## src/rtl/ex_mem_skid_pipeline_if.sv

```systemverilog
// EX/MEM stage bus: the EX-side handshake and payload, the MEM-side
// handshake and payload, the flush request and the stall monitor.
// The stage itself connects through the slave modport; the driver of the
// EX side and the consumer of the MEM side use the master modport.
interface ex_mem_skid_pipeline_if #(
  parameter int INST_WIDTH          = 32,
  parameter int INST_ADDR_WIDTH     = 32,
  parameter int DATA_WIDTH          = 32,
  parameter int REGISTER_ADDR_WIDTH = 5,
  parameter int STALL_CNT_WIDTH     = 16
);
  logic                                flush_i;
  logic                                in_valid_i;
  logic                                in_ready_o;
  logic        [INST_WIDTH-1:0]        INST_i;
  logic                                reg_write_i;
  logic                                mem_write_i;
  logic        [1:0]                   result_sel_i;
  logic signed [DATA_WIDTH-1:0]        alu_res_i;
  logic        [REGISTER_ADDR_WIDTH-1:0] rd_i;
  logic signed [DATA_WIDTH-1:0]        write_data_i;
  logic        [INST_ADDR_WIDTH-1:0]   PC_plus_4_i;
  logic        [2:0]                   funct3_i;

  logic        [INST_WIDTH-1:0]        INST_o;
  logic                                reg_write_o;
  logic                                mem_write_o;
  logic        [1:0]                   result_sel_o;
  logic signed [DATA_WIDTH-1:0]        alu_res_o;
  logic        [REGISTER_ADDR_WIDTH-1:0] rd_o;
  logic signed [DATA_WIDTH-1:0]        write_data_o;
  logic        [INST_ADDR_WIDTH-1:0]   PC_plus_4_o;
  logic        [2:0]                   funct3_o;
  logic                                out_valid_o;
  logic                                out_ready_i;
  logic        [STALL_CNT_WIDTH-1:0]   stall_cnt_o;

  modport slave (
    input  flush_i, in_valid_i, INST_i, reg_write_i, mem_write_i,
           result_sel_i, alu_res_i, rd_i, write_data_i, PC_plus_4_i,
           funct3_i, out_ready_i,
    output in_ready_o, INST_o, reg_write_o, mem_write_o, result_sel_o,
           alu_res_o, rd_o, write_data_o, PC_plus_4_o, funct3_o,
           out_valid_o, stall_cnt_o
  );

  modport master (
    output flush_i, in_valid_i, INST_i, reg_write_i, mem_write_i,
           result_sel_i, alu_res_i, rd_i, write_data_i, PC_plus_4_i,
           funct3_i, out_ready_i,
    input  in_ready_o, INST_o, reg_write_o, mem_write_o, result_sel_o,
           alu_res_o, rd_o, write_data_o, PC_plus_4_o, funct3_o,
           out_valid_o, stall_cnt_o
  );
endinterface

```

## src/rtl/ex_mem_skid_pipeline.sv

```systemverilog
// EX/MEM stage register with valid/ready handshake and a two-entry skid
// buffer. in_ready_o depends only on local state (and reset), so MEM can
// stall EX without a combinational ready path through this stage. The main
// register drives the outputs; the skid register catches the one beat that
// EX may push while MEM is stalling. Write enables are gated off whenever
// no valid beat is held, and a saturating counter tracks stalled cycles.
module ex_mem_skid_pipeline #(
  parameter int INST_WIDTH          = 32,
  parameter int INST_ADDR_WIDTH     = 32,
  parameter int DATA_WIDTH          = 32,
  parameter int REGISTER_ADDR_WIDTH = 5,
  parameter int STALL_CNT_WIDTH     = 16
) (
  input  logic                   cpu_clk,
  input  logic                   cpu_rst,
  ex_mem_skid_pipeline_if.slave  bus
);

  typedef struct packed {
    logic [INST_WIDTH-1:0]          inst;
    logic                           reg_write;
    logic                           mem_write;
    logic [1:0]                     result_sel;
    logic [DATA_WIDTH-1:0]          alu_res;
    logic [REGISTER_ADDR_WIDTH-1:0] rd;
    logic [DATA_WIDTH-1:0]          write_data;
    logic [INST_ADDR_WIDTH-1:0]     pc_plus_4;
    logic [2:0]                     funct3;
  } payload_t;

  typedef enum logic [1:0] {
    ST_EMPTY = 2'd0,
    ST_ONE   = 2'd1,
    ST_FULL  = 2'd2
  } state_t;

  // Counter step that sticks at all-ones instead of wrapping.
  function automatic logic [STALL_CNT_WIDTH-1:0] sat_inc(
    input logic [STALL_CNT_WIDTH-1:0] v
  );
    if (&v) begin
      return v;
    end
    return v + STALL_CNT_WIDTH'(1);
  endfunction

  state_t   r_state;
  state_t   w_state_next;
  payload_t w_in_payload;
  payload_t r_main_p1;
  payload_t r_skid_p1;
  logic     w_in_ready;
  logic     w_out_valid;
  logic     w_accept;
  logic     w_release;
  logic     w_load_main_in;
  logic     w_load_main_skid;
  logic     w_load_skid;
  logic     w_stall;
  logic [STALL_CNT_WIDTH-1:0] r_stall_cnt;

  // ---- p0: handshake decode from current state ----
  assign w_in_ready  = (r_state != ST_FULL) && !cpu_rst;
  assign w_out_valid = (r_state != ST_EMPTY);
  assign w_accept    = bus.in_valid_i && w_in_ready;
  assign w_release   = w_out_valid && bus.out_ready_i;
  assign w_stall     = w_out_valid && !bus.out_ready_i;

  // Gather the EX-side fields into one payload word.
  always_comb begin
    w_in_payload            = '0;
    w_in_payload.inst       = bus.INST_i;
    w_in_payload.reg_write  = bus.reg_write_i;
    w_in_payload.mem_write  = bus.mem_write_i;
    w_in_payload.result_sel = bus.result_sel_i;
    w_in_payload.alu_res    = $unsigned(bus.alu_res_i);
    w_in_payload.rd         = bus.rd_i;
    w_in_payload.write_data = $unsigned(bus.write_data_i);
    w_in_payload.pc_plus_4  = bus.PC_plus_4_i;
    w_in_payload.funct3     = bus.funct3_i;
  end

  // Next-state and register-load decode; a flush overrides every load.
  always_comb begin
    w_state_next     = r_state;
    w_load_main_in   = 1'b0;
    w_load_main_skid = 1'b0;
    w_load_skid      = 1'b0;
    case (r_state)
      ST_EMPTY: begin
        if (w_accept) begin
          w_state_next   = ST_ONE;
          w_load_main_in = 1'b1;
        end
      end
      ST_ONE: begin
        if (w_accept && w_release) begin
          w_load_main_in = 1'b1;
        end else if (w_accept) begin
          w_state_next = ST_FULL;
          w_load_skid  = 1'b1;
        end else if (w_release) begin
          w_state_next = ST_EMPTY;
        end
      end
      ST_FULL: begin
        if (w_release) begin
          w_state_next     = ST_ONE;
          w_load_main_skid = 1'b1;
        end
      end
      default: begin
        w_state_next = ST_EMPTY;
      end
    endcase
    if (bus.flush_i) begin
      w_state_next     = ST_EMPTY;
      w_load_main_in   = 1'b0;
      w_load_main_skid = 1'b0;
      w_load_skid      = 1'b0;
    end
  end

  // ---- p1: state and storage registers ----
  // State register; reset dominates flush, which is folded into next-state.
  always_ff @(posedge cpu_clk) begin
    if (cpu_rst) begin
      r_state <= ST_EMPTY;
    end else begin
      r_state <= w_state_next;
    end
  end

  // Main register: loads a fresh beat or promotes the skid beat.
  always_ff @(posedge cpu_clk) begin
    if (cpu_rst) begin
      r_main_p1 <= '0;
    end else if (w_load_main_in) begin
      r_main_p1 <= w_in_payload;
    end else if (w_load_main_skid) begin
      r_main_p1 <= r_skid_p1;
    end
  end

  // Skid register: catches the beat accepted while MEM is stalling.
  always_ff @(posedge cpu_clk) begin
    if (cpu_rst) begin
      r_skid_p1 <= '0;
    end else if (w_load_skid) begin
      r_skid_p1 <= w_in_payload;
    end
  end

  // Stall counter: counts cycles a valid beat waits on MEM; flush ignored.
  always_ff @(posedge cpu_clk) begin
    if (cpu_rst) begin
      r_stall_cnt <= '0;
    end else if (w_stall) begin
      r_stall_cnt <= sat_inc(r_stall_cnt);
    end
  end

  // ---- output drive from the main register ----
  assign bus.in_ready_o   = w_in_ready;
  assign bus.out_valid_o  = w_out_valid;
  assign bus.INST_o       = r_main_p1.inst;
  assign bus.reg_write_o  = r_main_p1.reg_write & w_out_valid;
  assign bus.mem_write_o  = r_main_p1.mem_write & w_out_valid;
  assign bus.result_sel_o = r_main_p1.result_sel;
  assign bus.alu_res_o    = $signed(r_main_p1.alu_res);
  assign bus.rd_o         = r_main_p1.rd;
  assign bus.write_data_o = $signed(r_main_p1.write_data);
  assign bus.PC_plus_4_o  = r_main_p1.pc_plus_4;
  assign bus.funct3_o     = r_main_p1.funct3;
  assign bus.stall_cnt_o  = r_stall_cnt;

endmodule

```

## src/flat_wrapper.sv

```systemverilog
// flat-port wrapper written by rule: the top's interface ports become plain ports
module ex_mem_skid_pipeline_flat 
#(
  parameter int INST_WIDTH          = 32,
  parameter int INST_ADDR_WIDTH     = 32,
  parameter int DATA_WIDTH          = 32,
  parameter int REGISTER_ADDR_WIDTH = 5,
  parameter int STALL_CNT_WIDTH     = 16
)
  (cpu_clk, cpu_rst, bus_flush_i, bus_in_valid_i, bus_INST_i, bus_reg_write_i, bus_mem_write_i, bus_result_sel_i, bus_alu_res_i, bus_rd_i, bus_write_data_i, bus_PC_plus_4_i, bus_funct3_i, bus_out_ready_i, bus_in_ready_o, bus_INST_o, bus_reg_write_o, bus_mem_write_o, bus_result_sel_o, bus_alu_res_o, bus_rd_o, bus_write_data_o, bus_PC_plus_4_o, bus_funct3_o, bus_out_valid_o, bus_stall_cnt_o);
  ex_mem_skid_pipeline_if #(.INST_WIDTH(INST_WIDTH), .INST_ADDR_WIDTH(INST_ADDR_WIDTH), .DATA_WIDTH(DATA_WIDTH), .REGISTER_ADDR_WIDTH(REGISTER_ADDR_WIDTH), .STALL_CNT_WIDTH(STALL_CNT_WIDTH)) bus_i ();
  input  logic cpu_clk;
  input  logic cpu_rst;
  input wire logic [$bits(bus_i.flush_i)-1:0] bus_flush_i;
  input wire logic [$bits(bus_i.in_valid_i)-1:0] bus_in_valid_i;
  input wire logic [$bits(bus_i.INST_i)-1:0] bus_INST_i;
  input wire logic [$bits(bus_i.reg_write_i)-1:0] bus_reg_write_i;
  input wire logic [$bits(bus_i.mem_write_i)-1:0] bus_mem_write_i;
  input wire logic [$bits(bus_i.result_sel_i)-1:0] bus_result_sel_i;
  input wire logic [$bits(bus_i.alu_res_i)-1:0] bus_alu_res_i;
  input wire logic [$bits(bus_i.rd_i)-1:0] bus_rd_i;
  input wire logic [$bits(bus_i.write_data_i)-1:0] bus_write_data_i;
  input wire logic [$bits(bus_i.PC_plus_4_i)-1:0] bus_PC_plus_4_i;
  input wire logic [$bits(bus_i.funct3_i)-1:0] bus_funct3_i;
  input wire logic [$bits(bus_i.out_ready_i)-1:0] bus_out_ready_i;
  output wire logic [$bits(bus_i.in_ready_o)-1:0] bus_in_ready_o;
  output wire logic [$bits(bus_i.INST_o)-1:0] bus_INST_o;
  output wire logic [$bits(bus_i.reg_write_o)-1:0] bus_reg_write_o;
  output wire logic [$bits(bus_i.mem_write_o)-1:0] bus_mem_write_o;
  output wire logic [$bits(bus_i.result_sel_o)-1:0] bus_result_sel_o;
  output wire logic [$bits(bus_i.alu_res_o)-1:0] bus_alu_res_o;
  output wire logic [$bits(bus_i.rd_o)-1:0] bus_rd_o;
  output wire logic [$bits(bus_i.write_data_o)-1:0] bus_write_data_o;
  output wire logic [$bits(bus_i.PC_plus_4_o)-1:0] bus_PC_plus_4_o;
  output wire logic [$bits(bus_i.funct3_o)-1:0] bus_funct3_o;
  output wire logic [$bits(bus_i.out_valid_o)-1:0] bus_out_valid_o;
  output wire logic [$bits(bus_i.stall_cnt_o)-1:0] bus_stall_cnt_o;
  assign bus_i.flush_i = bus_flush_i;
  assign bus_i.in_valid_i = bus_in_valid_i;
  assign bus_i.INST_i = bus_INST_i;
  assign bus_i.reg_write_i = bus_reg_write_i;
  assign bus_i.mem_write_i = bus_mem_write_i;
  assign bus_i.result_sel_i = bus_result_sel_i;
  assign bus_i.alu_res_i = bus_alu_res_i;
  assign bus_i.rd_i = bus_rd_i;
  assign bus_i.write_data_i = bus_write_data_i;
  assign bus_i.PC_plus_4_i = bus_PC_plus_4_i;
  assign bus_i.funct3_i = bus_funct3_i;
  assign bus_i.out_ready_i = bus_out_ready_i;
  assign bus_in_ready_o = bus_i.in_ready_o;
  assign bus_INST_o = bus_i.INST_o;
  assign bus_reg_write_o = bus_i.reg_write_o;
  assign bus_mem_write_o = bus_i.mem_write_o;
  assign bus_result_sel_o = bus_i.result_sel_o;
  assign bus_alu_res_o = bus_i.alu_res_o;
  assign bus_rd_o = bus_i.rd_o;
  assign bus_write_data_o = bus_i.write_data_o;
  assign bus_PC_plus_4_o = bus_i.PC_plus_4_o;
  assign bus_funct3_o = bus_i.funct3_o;
  assign bus_out_valid_o = bus_i.out_valid_o;
  assign bus_stall_cnt_o = bus_i.stall_cnt_o;
  ex_mem_skid_pipeline #(.INST_WIDTH(INST_WIDTH), .INST_ADDR_WIDTH(INST_ADDR_WIDTH), .DATA_WIDTH(DATA_WIDTH), .REGISTER_ADDR_WIDTH(REGISTER_ADDR_WIDTH), .STALL_CNT_WIDTH(STALL_CNT_WIDTH)) u_core (.cpu_clk(cpu_clk), .cpu_rst(cpu_rst), .bus(bus_i));
endmodule
```

## config.mk

```make
export PLATFORM = sky130hd
export DESIGN_NAME = ex_mem_skid_pipeline_flat
export DESIGN_NICKNAME = d
export VERILOG_FILES = /design/src/rtl/ex_mem_skid_pipeline_if.sv /design/src/rtl/ex_mem_skid_pipeline.sv /design/src/flat_wrapper.sv
export SDC_FILE = /design/constraint.sdc
export NUM_CORES = 1
export LEC_CHECK = 0
export ABC_AREA = 1
export CAP_MARGIN = 20
export CORE_ASPECT_RATIO = 1.1
export CORE_UTILIZATION = 51
export DETAILED_ROUTE_END_ITERATION = 10
export PLACE_DENSITY = 0.8
export SYNTH_ARGS = -nofsm -noshare
export SYNTH_HDL_FRONTEND = slang
export SYNTH_SLANG_ARGS = --single-unit
```

## constraint.sdc

```tcl
create_clock -name cpu_clk -period 2.42 [get_ports cpu_clk]
set_input_delay 0.484 -clock cpu_clk [delete_from_list [all_inputs] [get_ports cpu_clk]]
set_output_delay 0.484 -clock cpu_clk [all_outputs]
set_load 0.005 [all_outputs]
```

==> Flow_metrics.wiki <==
{| class="wikitable"
! Metric !! Value
|-
| Highest routing layer actually used || met4
|-
| Worst Setup Start Kind || input pin
|-
| Count of standard-cell rows || 62
|-
| Wire length per cell after detailed routing || about 15 um
|-
| Buffers inserted during post-CTS setup optimization || 0
|-
| Post-CTS Hold Buffers || 0
|-
| Register share of total power || 47.0%
|-
| Global route overflow || 0
|-
| Total power of the final layout || roughly 11 mW
|-
| Period minus WS final || 2.313 ns
|-
| Setup Viol. Count Final || 0
|-
| Synthesized-area fraction occupied by and/or/nand/nor cells || 23.76%
|-
| Die Footprint || 27810 sq um
|-
| Wire length on met3 || around 2.9 mm
|-
| Core Box Area || between 20000 and 30000 sq um
|-
| Depth of the most critical reg-to-reg path || 8
|-
| Pint || 8.385 mW
|-
| Number of design-rule violations left by the first detailed-router iteration || 1106
|-
| Net Switching || 2.521 mW
|-
| CTS Root Cell || sky130_fd_sc_hd__clkbuf_16
|-
| Result of the run || finished clean
|-
| # fillers || 2235
|-
| Routed length on met2 || 17.29 mm
|-
| Worst setup path startpoint || cpu_rst
|-
| Average footprint of a synthesized cell || between 6 and 7 sq um
|-
| Count of cells along the worst hold path || 2
|-
| Worst reg2reg path endpoint || u_core.bus.stall_cnt_o[3]
|-
| Die Width || 159.1 um
|-
| Netlist area before placement || 13840 sq um
|-
| Diode count || 0
|-
| Hold path start || u_core.r_skid_p1[3]
|-
| Number of levels in the clock H-tree || 1
|-
| Number of placed I/O pins || 303
|-
| Worst hold slack || a little under 0.5 ns
|-
| Sink of the worst hold path || u_core.r_skid_p1[3]
|-
| Yosys synthesis warning count || 0
|-
| Antenna violations before repair || 0
|-
| Slack of the worst reg-to-reg path || 0.59 ns
|-
| Power Dens Cells || 636.8 nW/um^2
|-
| Data arrival time of the critical path || 1.83 ns
|-
| Switch share || 23.12%
|-
| Mapped Cells || about 2k
|-
| Most numerous cell on the critical path || sky130_fd_sc_hd__clkdlybuf4s50_1
|-
| Critical register-to-register path startpoint || u_core.bus.stall_cnt_o[1]
|-
| Syn nets || ~2.1k
|-
| Number of CTS-inserted buffers || 30
|-
| Starting utilization of the core area || 52.49%
|-
| Wire length of the first global-routing pass || 59.93 mm
|-
| Crit. End Element || output port
|-
| Remaining antenna violation count || 0
|-
| Slew at the pin closest to its max-slew limit || 0.5526 ns
|-
| Power share of the combinational group || 10.4%
|-
| Worst skew pair latency || 0.55 ns
|-
| Most common cell after layout, fill and taps aside || sky130_fd_sc_hd__nor2_1
|-
| Max Clk Rate || 432.3 MHz
|-
| Library cells used by synthesis || 27
|-
| Remaining max-slew budget at the tightest pin || 63.16%
|-
| Cells along the critical path || clkdlybuf4s50_1, a21oi_1, clkdlybuf4s50_1
|-
| RSZ-0062 raised after global routing || no
|-
| Clock transition at the register clock pins on the worst setup and hold paths after CTS || approximately 0.06 ns
|-
| Wire length on met1 || about 15 mm
|-
| Total Routing Usage GR || 25.75%
|-
| Buffer depth of the longest clock path || 3
|-
| Seq/Total Area, Yosys || approximately 43%
|-
| NumNets Final || 2232
|-
| Share of layout cells above drive strength 1 || 4.599%
|-
| Crit Path Category || in2out
|-
| Synthesized-area fraction occupied by adder cells || less than 1%
|-
| # resized after CTS || 0
|-
| Compound-Gate Fraction of Synth Area || 16.12%
|-
| Number of global-route vias before repair || ~12k
|-
| Total wire length || 36.80 mm
|-
| Buf/Inv on CP || 2
|-
| Main combinational cell family by area after synthesis || simple AND/OR/NAND/NOR gates
|-
| Detailed placement HPWL || between 20 and 25 mm
|-
| Cell type group with the largest total delay on the critical path || buffers and inverters
|-
| Final Wtd Congestion || 0.8521
|-
| Core occupancy in the finished layout || 64.93%
|-
| Via density per instance || 5.316
|-
| Worst-case clock skew || 0.009117 ns
|-
| First drt pass iteration count || 5
|-
| Max rail drop VDD || roughly 0.00043 V
|-
| Total of max-cap violations || 0
|-
| Hold WC Path Type || reg2reg
|-
| Setup_tns || 0 ns
|-
| Maximum number of pins on one net before global-route repair || 144
|-
| Commonest non-fill, non-tap cells in the layout || sky130_fd_sc_hd__nor2_1 (444), sky130_fd_sc_hd__o21ai_0 (325), sky130_fd_sc_hd__clkdlybuf4s50_1 (302)
|-
| Post-synthesis sequential element count || 298
|-
| Fraction of synthesized cell area in xor and xnor cells || 0.4429%
|-
| CP max FO || 5
|-
| Portion of the clock cycle consumed by the worst path in the final layout || 95.58%
|-
| Share of total power in the clock network || roughly 43%
|-
| Mux share of post-synthesis cell area || 0%
|-
| Max Slew Vio Count || 0
|-
| Data required time at the worst endpoint || 1.94 ns
|-
| Biggest cell delay along the critical path || just under 0.6 ns
|-
| Cell with the biggest individual delay on the critical path || sky130_fd_sc_hd__clkdlybuf4s50_1
|-
| Total of buffers placed on input and output ports || 302
|-
| CTS tree || built
|-
| Synth-to-layout area growth || 23.72%
|-
| Die Y || 174.8 um
|-
| Clock sink total || 298
|-
| Vias post-DR || between 10k and 15k
|-
| Static power due to leakage || roughly 6.2 nW
|-
| Hold Violations, Final || 0
|-
| DRC violation count after routing || 0
|}
-- routing by layer --
layer	GRT usage, %	up-vias
li1	-	6410
met1	32.66	6063
met2	43.09	524
met3	4.747	85
met4	10.62	0
met5	0	-
-- power by group through the flow --
stage	sequential (mW)	combinational (mW)	clock (mW)
after detailed placement	5.23	1.12	0
after global placement	5.23	1.11	0
after CTS	5.13	1.14	4.72
after floorplan	5.20	0.615	0
final	5.13	1.13	4.64
after global routing	5.14	1.24	4.93
-- logic make-up after synthesis --
group,count (synthesis)
and+or+nand+nor,812
AOI/OAI and AO/OA,443
adders and majority gates,1
xor gates and xnor gates,7
DFF,298
buffers and inverters,434
-- worst max-delay path by stage --
stage	end	slack [ns]	depth (start not counted)
after floorplan	u_core.bus.stall_cnt_o[0]	0.69	9
after global placement	u_core.bus.alu_res_o[17]	0.11	8
after detailed placement	u_core.r_skid_p1[122]	0.06	9
after CTS	bus_reg_write_o	0.11	3
after global routing	bus_reg_write_o	0.03	3
final	bus_in_ready_o	0.11	3
-- final cells by class --
cell class	count	area [sq um]	share of cell area, %
Clock buffer	47	935.9	5.465
Timing Repair Buffer	337	3511	20.50
Sequential cell	298	5966	34.83
Inverter	156	593.1	3.463
Tap cell	352	440.4	2.572
Multi-Input combinational cell	1263	5613	32.77
Clock inverter	8	67.56	0.3945
-- worst min-delay path: stages, from the launching register on --
cell                      delay, ns
sky130_fd_sc_hd__dfxtp_1       0.33
sky130_fd_sc_hd__nor2_1        0.05
sky130_fd_sc_hd__nor2_1        0.08
-- flip-flops by register name, indices dropped and copies added (netlist names) --
| signal | flops |
|---|---|
| u_core.r_state | 2 |
| u_core.bus.stall_cnt_o | 16 |
| u_core.bus.funct3_o | 3 |
| u_core.bus.INST_o | 32 |
| u_core.bus.rd_o | 5 |
| u_core.bus.alu_res_o | 32 |
| u_core.bus.result_sel_o | 2 |
| u_core.r_skid_p1 | 140 |
| u_core.bus.write_data_o | 32 |
| u_core.bus.PC_plus_4_o | 32 |
| u_core.r_main_p1 | 2 |
-- per-stage QoR --
stage	setup slack, ns	cells	area [sq um]
floorplan	0.6857	1995	13840
global placement	0.1075	2406	16120
detailed placement	0.05869	2406	16120
CTS	0.1103	2461	17130
global route	0.02753	2461	17130
finish	0.1069	2461	17130
-- Yosys cell counts (all sizes together) --
| cell | number | area share (%) |
|---|---|---|
| o211ai | 1 | 0.090 |
| xor2 | 5 | 0.32 |
| a211oi | 1 | 0.054 |
| buf | 186 | 9.7 |
| dfxtp | 298 | 43 |
| a21oi | 16 | 0.58 |
| xnor2 | 2 | 0.13 |
| nor3b | 1 | 0.054 |
| o21ai | 425 | 15 |
| nor3 | 142 | 5.2 |
| nand3 | 9 | 0.42 |
| nor2 | 447 | 12 |
| ha | 1 | 0.090 |
| nand4 | 5 | 0.23 |
| inv | 156 | 4.2 |
| clkbuf | 92 | 2.6 |
| nand2 | 208 | 5.7 |
Power figures use the tool's default switching activity.
